==> config.mk <==
export PLATFORM = sky130hd
export DESIGN_NAME = traffic_light_controller
export DESIGN_NICKNAME = d
export VERILOG_FILES = /design/src/rtl/traffic_light_controller.sv
export SDC_FILE = /design/constraint.sdc
export NUM_CORES = 1
export LEC_CHECK = 0
export CORE_MARGIN = 2
export CORE_UTILIZATION = 53
export DETAILED_ROUTE_END_ITERATION = 12
export GPL_TIMING_DRIVEN = 0
export PLACE_DENSITY_LB_ADDON = 0.05
export RECOVER_POWER = 50
export SYNTH_ARGS = -nofsm -noshare
export SYNTH_HDL_FRONTEND = slang
export SYNTH_SLANG_ARGS = --single-unit
==> constraint.sdc <==
create_clock -name clk -period 2.5 [get_ports clk]
set_clock_uncertainty 0.15 [all_clocks]
set_input_delay 0.5 -clock clk [delete_from_list [all_inputs] [get_ports clk]]
set_output_delay 0.5 -clock clk [all_outputs]
set_load 0.005 [all_outputs]
==> src/rtl/traffic_light_controller.sv <==
// Fixed-time T-junction traffic light controller: a six-phase Moore FSM with
// a per-phase dwell counter driving four one-hot {R,Y,G} lamp groups.
module traffic_light_controller #(
    parameter int unsigned T_MG = 7,
    parameter int unsigned T_Y  = 2,
    parameter int unsigned T_TG = 5,
    parameter int unsigned T_SG = 3
) (
    output logic [2:0] light_M1,
    output logic [2:0] light_M2,
    output logic [2:0] light_MT,
    output logic [2:0] light_S,
    input  logic       clk,
    input  logic       rst
);

    localparam logic [2:0] LAMP_RED    = 3'b100;
    localparam logic [2:0] LAMP_YELLOW = 3'b010;
    localparam logic [2:0] LAMP_GREEN  = 3'b001;

    localparam logic [7:0] DUR_MG = 8'(T_MG);
    localparam logic [7:0] DUR_Y  = 8'(T_Y);
    localparam logic [7:0] DUR_TG = 8'(T_TG);
    localparam logic [7:0] DUR_SG = 8'(T_SG);

    typedef enum logic [2:0] {
        PH_MG  = 3'd0,
        PH_M2Y = 3'd1,
        PH_TG  = 3'd2,
        PH_MTY = 3'd3,
        PH_SG  = 3'd4,
        PH_SY  = 3'd5
    } phase_t;

    phase_t     phase_q, phase_d;
    logic [7:0] count_q, count_d;
    logic [7:0] last_count;
    logic       phase_legal;

    always_ff @(posedge clk or posedge rst) begin
        if (rst) begin
            phase_q <= PH_MG;
            count_q <= 8'd0;
        end else begin
            phase_q <= phase_d;
            count_q <= count_d;
        end
    end

    // Last count value of the current phase (duration minus one).
    always_comb begin
        last_count  = 8'd0;
        phase_legal = 1'b1;
        case (phase_q)
            PH_MG:  last_count = DUR_MG - 8'd1;
            PH_M2Y: last_count = DUR_Y  - 8'd1;
            PH_TG:  last_count = DUR_TG - 8'd1;
            PH_MTY: last_count = DUR_Y  - 8'd1;
            PH_SG:  last_count = DUR_SG - 8'd1;
            PH_SY:  last_count = DUR_Y  - 8'd1;
            default: phase_legal = 1'b0;
        endcase
    end

    always_comb begin
        phase_d = phase_q;
        count_d = count_q + 8'd1;
        if (!phase_legal) begin
            phase_d = PH_MG;
            count_d = 8'd0;
        end else if (count_q == last_count) begin
            count_d = 8'd0;
            case (phase_q)
                PH_MG:   phase_d = PH_M2Y;
                PH_M2Y:  phase_d = PH_TG;
                PH_TG:   phase_d = PH_MTY;
                PH_MTY:  phase_d = PH_SG;
                PH_SG:   phase_d = PH_SY;
                PH_SY:   phase_d = PH_MG;
                default: phase_d = PH_MG;
            endcase
        end
    end

    // Unlisted encodings fall through to all-red, the safe failure mode.
    always_comb begin
        light_M1 = LAMP_RED;
        light_M2 = LAMP_RED;
        light_MT = LAMP_RED;
        light_S  = LAMP_RED;
        case (phase_q)
            PH_MG: begin
                light_M1 = LAMP_GREEN;
                light_M2 = LAMP_GREEN;
            end
            PH_M2Y: begin
                light_M1 = LAMP_GREEN;
                light_M2 = LAMP_YELLOW;
            end
            PH_TG: begin
                light_M1 = LAMP_GREEN;
                light_MT = LAMP_GREEN;
            end
            PH_MTY: begin
                light_M1 = LAMP_YELLOW;
                light_MT = LAMP_YELLOW;
            end
            PH_SG:   light_S = LAMP_GREEN;
            PH_SY:   light_S = LAMP_YELLOW;
            default: ;
        endcase
    end

endmodule

After elaboration in Yosys (flattened, before gate mapping)
Cells that the tools add are included.
Storage, ports and cells
  register bits after elaboration: 11
  input port bits: 2
  output and inout bits: 12
  word-level logic and storage cells: 25
Operators by class
  $add $sub $neg: 1
  equality and inequality tests: 7
  muxes and demuxes: 11
  reductions and logical operators: 4
Operator list (count)
  $pmux 3 s2: 4
  $mux 8: 2
  $pmux 3 s5: 1
  $pmux 3 s4: 1
  $add 8x1->8 const B: 1
  $eq 8x8->1: 1
  $eq 3x2->1 const B: 2
  $eq 3x3->1 const B: 2
  $mux 3: 2
  $reduce_or 3->1: 2
  $reduce_or 6->1: 1
  $eq 3x1->1 const B: 1
  $logic_not 3->1: 1
  $ne 2x1->1 const B: 1
  $mux 1: 1

Depth between registers and ports, before layout
  word-level depth: 6
  mapped depth: 6
  gate-level depth less buffers: 5

Worst setup path after synthesis
No wires, ideal clock.
  kind: register -> output
  start: register phase_q[2]
  end: output light_MT[1]
  data arrival time: 985 ps
  data required time: 1850 ps
  setup slack: 865 ps
  cell stages (with the launch flop): 5
  buffers on the path: 2
  path through: dfrtp_1 buf_2 nand2b_1 nor2_1 buf_4
On the way
  longest elaborated chain between the ends: 2
  elaborated cells on any way between the ends: 3
  those cells by class: 2 x eq/ne; 1 x mux
Ends and longest elaborated chain
  start, declared: RTL line 35  | phase_t phase_q, phase_d;
  start signal, assigned: RTL line 45  | phase_q <= phase_d;
  $eq 3x2->1: RTL line 91  | case (phase_q)
  $pmux 3 s2 (*): RTL line 91
  end, declared: RTL line 11  | output logic [2:0] light_MT,
Mark *: on every way between the ends. The rest lies on a longest branch, timed or not.

Worst setup path in the final report
Ends and elaborated chain as after synthesis.

==> results.json <==
{
  "drt-initial-drc-count": 14,
  "num_vias": 595,
  "setup_viol": 0,
  "grt_pass1_vias": 499,
  "switchingPower_w": 0.00006599,
  "routabilityCongestion": 0.7325,
  "critPathKind": "flop to primary output",
  "yosysSeqAreaShare_pct": 38.26,
  "drtAntennaViolNets": 0,
  "synth_warnings": 0,
  "viasPerCell": 5.219,
  "final_util_pct": 68.35,
  "seqPwrFrac_pct": 58.5,
  "num-fill-cells": 115,
  "htreeDepth": 1,
  "dr.pass1.iters": 4,
  "syn_nets": 85,
  "cts_root_buffer": "clkbuf_4",
  "rows": 13,
  "slew_viol_final": 0,
  "fin_crit_sh_pct": 95.71,
  "hold_class": "flop to flop",
  "die_height_um": 40.85,
  "relSlewSlack_pct": 33.93,
  "io_pins": 14,
  "die-width_um": 40.85,
  "hold_violations": 0,
  "syn_to_final_growth_pct": 22.09,
  "clk_latency_ns": 0.27,
  "p_clk_share_pct": 40.0,
  "overflow": 0,
  "rsz0062_at_grt": "no",
  "port-buffer-count": 13,
  "cts_made_buffers": 3,
  "max_clock_freq_ghz": 0.4179,
  "antenna_found_initial": 0,
  "drc": 0,
  "clock_path_buffers": 2,
  "grt_pass1_wl_um": 2132,
  "final.setup.tns_ns": 0,
  "power_density_mw_per_mm2": 346.1,
  "ys_ff_latch": 11,
  "synth_cells": 82,
  "worst-path-max-fanout": 10,
  "insertedDiodeCount": 0,
  "endpoint_kind": "primary output",
  "fin_nets": 103,
  "required_ns": 1.85,
  "dieArea_sq_mm": 0.001668,
  "worst_slew_pin_slew_ns": 0.9782,
  "coreArea_sq_mm": 0.001285,
  "ir_drop_mv": 0.4084,
  "hpwl_um": 1081,
  "syn-cell-area_sq_um": 719.4,
  "syn_area_per_cell_sq_um": 8.774,
  "grt_max_degree": 12,
  "synth_cell_types": 25,
  "cellLeakagePower_nw": 0.4426,
  "async_flop_share_pct": 100.0,
  "drive_gt1_share_pct": 15.15,
  "status": "completed",
  "cts_tree": "built",
  "worstPathArrival_ns": 1.74,
  "period_needed_ns": 2.393,
  "synth_edf_count": 0,
  "maxCapViolCount": 0,
  "intPower_w": 0.0002380,
  "grt_usage_pct": 19.50,
  "clk_pin_slew_worst_paths_ns": 0.08,
  "switching_share_pct": 21.71,
  "p_comb_share_pct": 1.5,
  "cp-start-kind": "flop",
  "wl_per_cell_um": 12.50,
  "floorplan.initialDensity_pct": 55.99,
  "ys.flop_type": "dfrtp_1",
  "cts_hold_buf": 0,
  "drt-total-wl_um": 1425,
  "clkSinkCount": 11
}
-- timing repair --
action | in CTS | in global routing
buffers inserted | 0 | 0
gates resized for setup | 0 | 2
setup endpoints to repair | 0 | 1
-- power by group through the flow --
stage,Combinational (W),Sequential [W],Clock (W)
finish,0.00000458,0.000178,0.000122
global route,0.00000566,0.000178,0.000132
CTS,0.00000517,0.000178,0.000120
detailed placement,0.00000517,0.000181,0
global placement,0.00000499,0.000181,0
floorplan,0.00000273,0.000181,0
-- stage by stage --
step / std cells / total power, W / cell area (sq um) / setup slack (ns) / hold slack [ns]
after floorplan: 82 / 0.0001840 / 719.4 / 0.8647 / 0.2024
after global placement: 110 / 0.0001863 / 868.3 / 0.4044 / 0.3768
after detailed placement: 110 / 0.0001865 / 868.3 / 0.3522 / 0.4000
after CTS: 114 / 0.0003034 / 895.9 / 0.05865 / 0.3813
after global routing: 114 / 0.0003157 / 878.3 / 0.02674 / 0.4256
final: 114 / 0.0003040 / 878.3 / 0.1073 / 0.4127
-- registers in the layout, summed over array words and instances, names as in the netlist --
register / flops
count_q: 8
phase_q: 3
-- layer usage --
metal,GRT usage (%),wire [um],vias to the layer above
met4,7.500,35,0
met3,1.630,64,6
met2,35.16,663,24
met1,23.55,662,263
li1,-,-,302
met5,0,0,-
-- synth_stat cells (all sizes together), types with 2 or more instances --
cell     n  area (sq um)
nor2    20         82.58
nand3    5         25.02
nand2    6         22.52
dfrtp   11         275.3
nand2b   2         12.51
and3     2         12.51
mux2i    4         40.04
inv      4         15.01
a21oi    3         15.01
buf      6         37.53
xor2     7         61.31
-- critical path, stage by stage (launching register included) --
cell             delay (ns)
dfrtp_1                0.36
buf_2                  0.17
nand2b_2               0.23
nor2_2                 0.11
buf_4                  0.11
clkdlybuf4s50_1        0.50
-- area by class of cell --
class	count	area, sq um	share of cell area, %
Tap cell	15	18.77	2.137
Inverter	4	15.01	1.709
Clock inverter	1	5.005	0.5698
Timing Repair Buffer	13	130.1	14.81
Clock buffer	3	22.52	2.564
Buffer	7	37.54	4.274
Sequential cell	11	275.3	31.34
Multi-Input combinational cell	60	374.1	42.59
-- logic make-up after synthesis --
family,after synthesis,share of synthesized area (%)
AND/OR/NAND/NOR,38,24.52
multiplexers,4,5.565
flip-flops,11,38.26
XOR/XNOR,8,9.740
adder cells (fa/ha/maj),1,1.739
buffers and inverters,11,7.824
AO/OA/AOI/OAI,9,12.35
-- path summary, 6_finish.rpt --
| check | startpoint | endpoint | slack [ns] | cells past startpoint |
|---|---|---|---|---|
| worst max-delay path | phase_q[2] | light_MT[1] | 0.11 | 5 |
| max in group asynchronous | rst | count_q[7] | 1.40 | 2 |
| min in group asynchronous | rst | count_q[0] | 0.50 | 2 |
| worst min register to register | count_q[7] | count_q[7] | 0.41 | 2 |
| worst min-delay path | count_q[7] | count_q[7] | 0.41 | 2 |
| worst max register to register | count_q[2] | count_q[0] | 0.33 | 6 |
-- layout by cell type (no fill, tap or decap), types with 2 or more instances in the layout --
cell             netlist  layout
nor2_1                19      18
clkdlybuf4s50_1        0      12
dfrtp_1               11      11
xor2_1                 7       7
nand2_1                6       6
nand3_1                5       5
inv_1                  4       4
mux2i_1                4       4
buf_2                  3       3
a21oi_1                3       3
clkbuf_4               0       3
buf_4                  3       2
clkbuf_1               1       2
and3_1                 2       2
(Power assumes the default switching activity.)
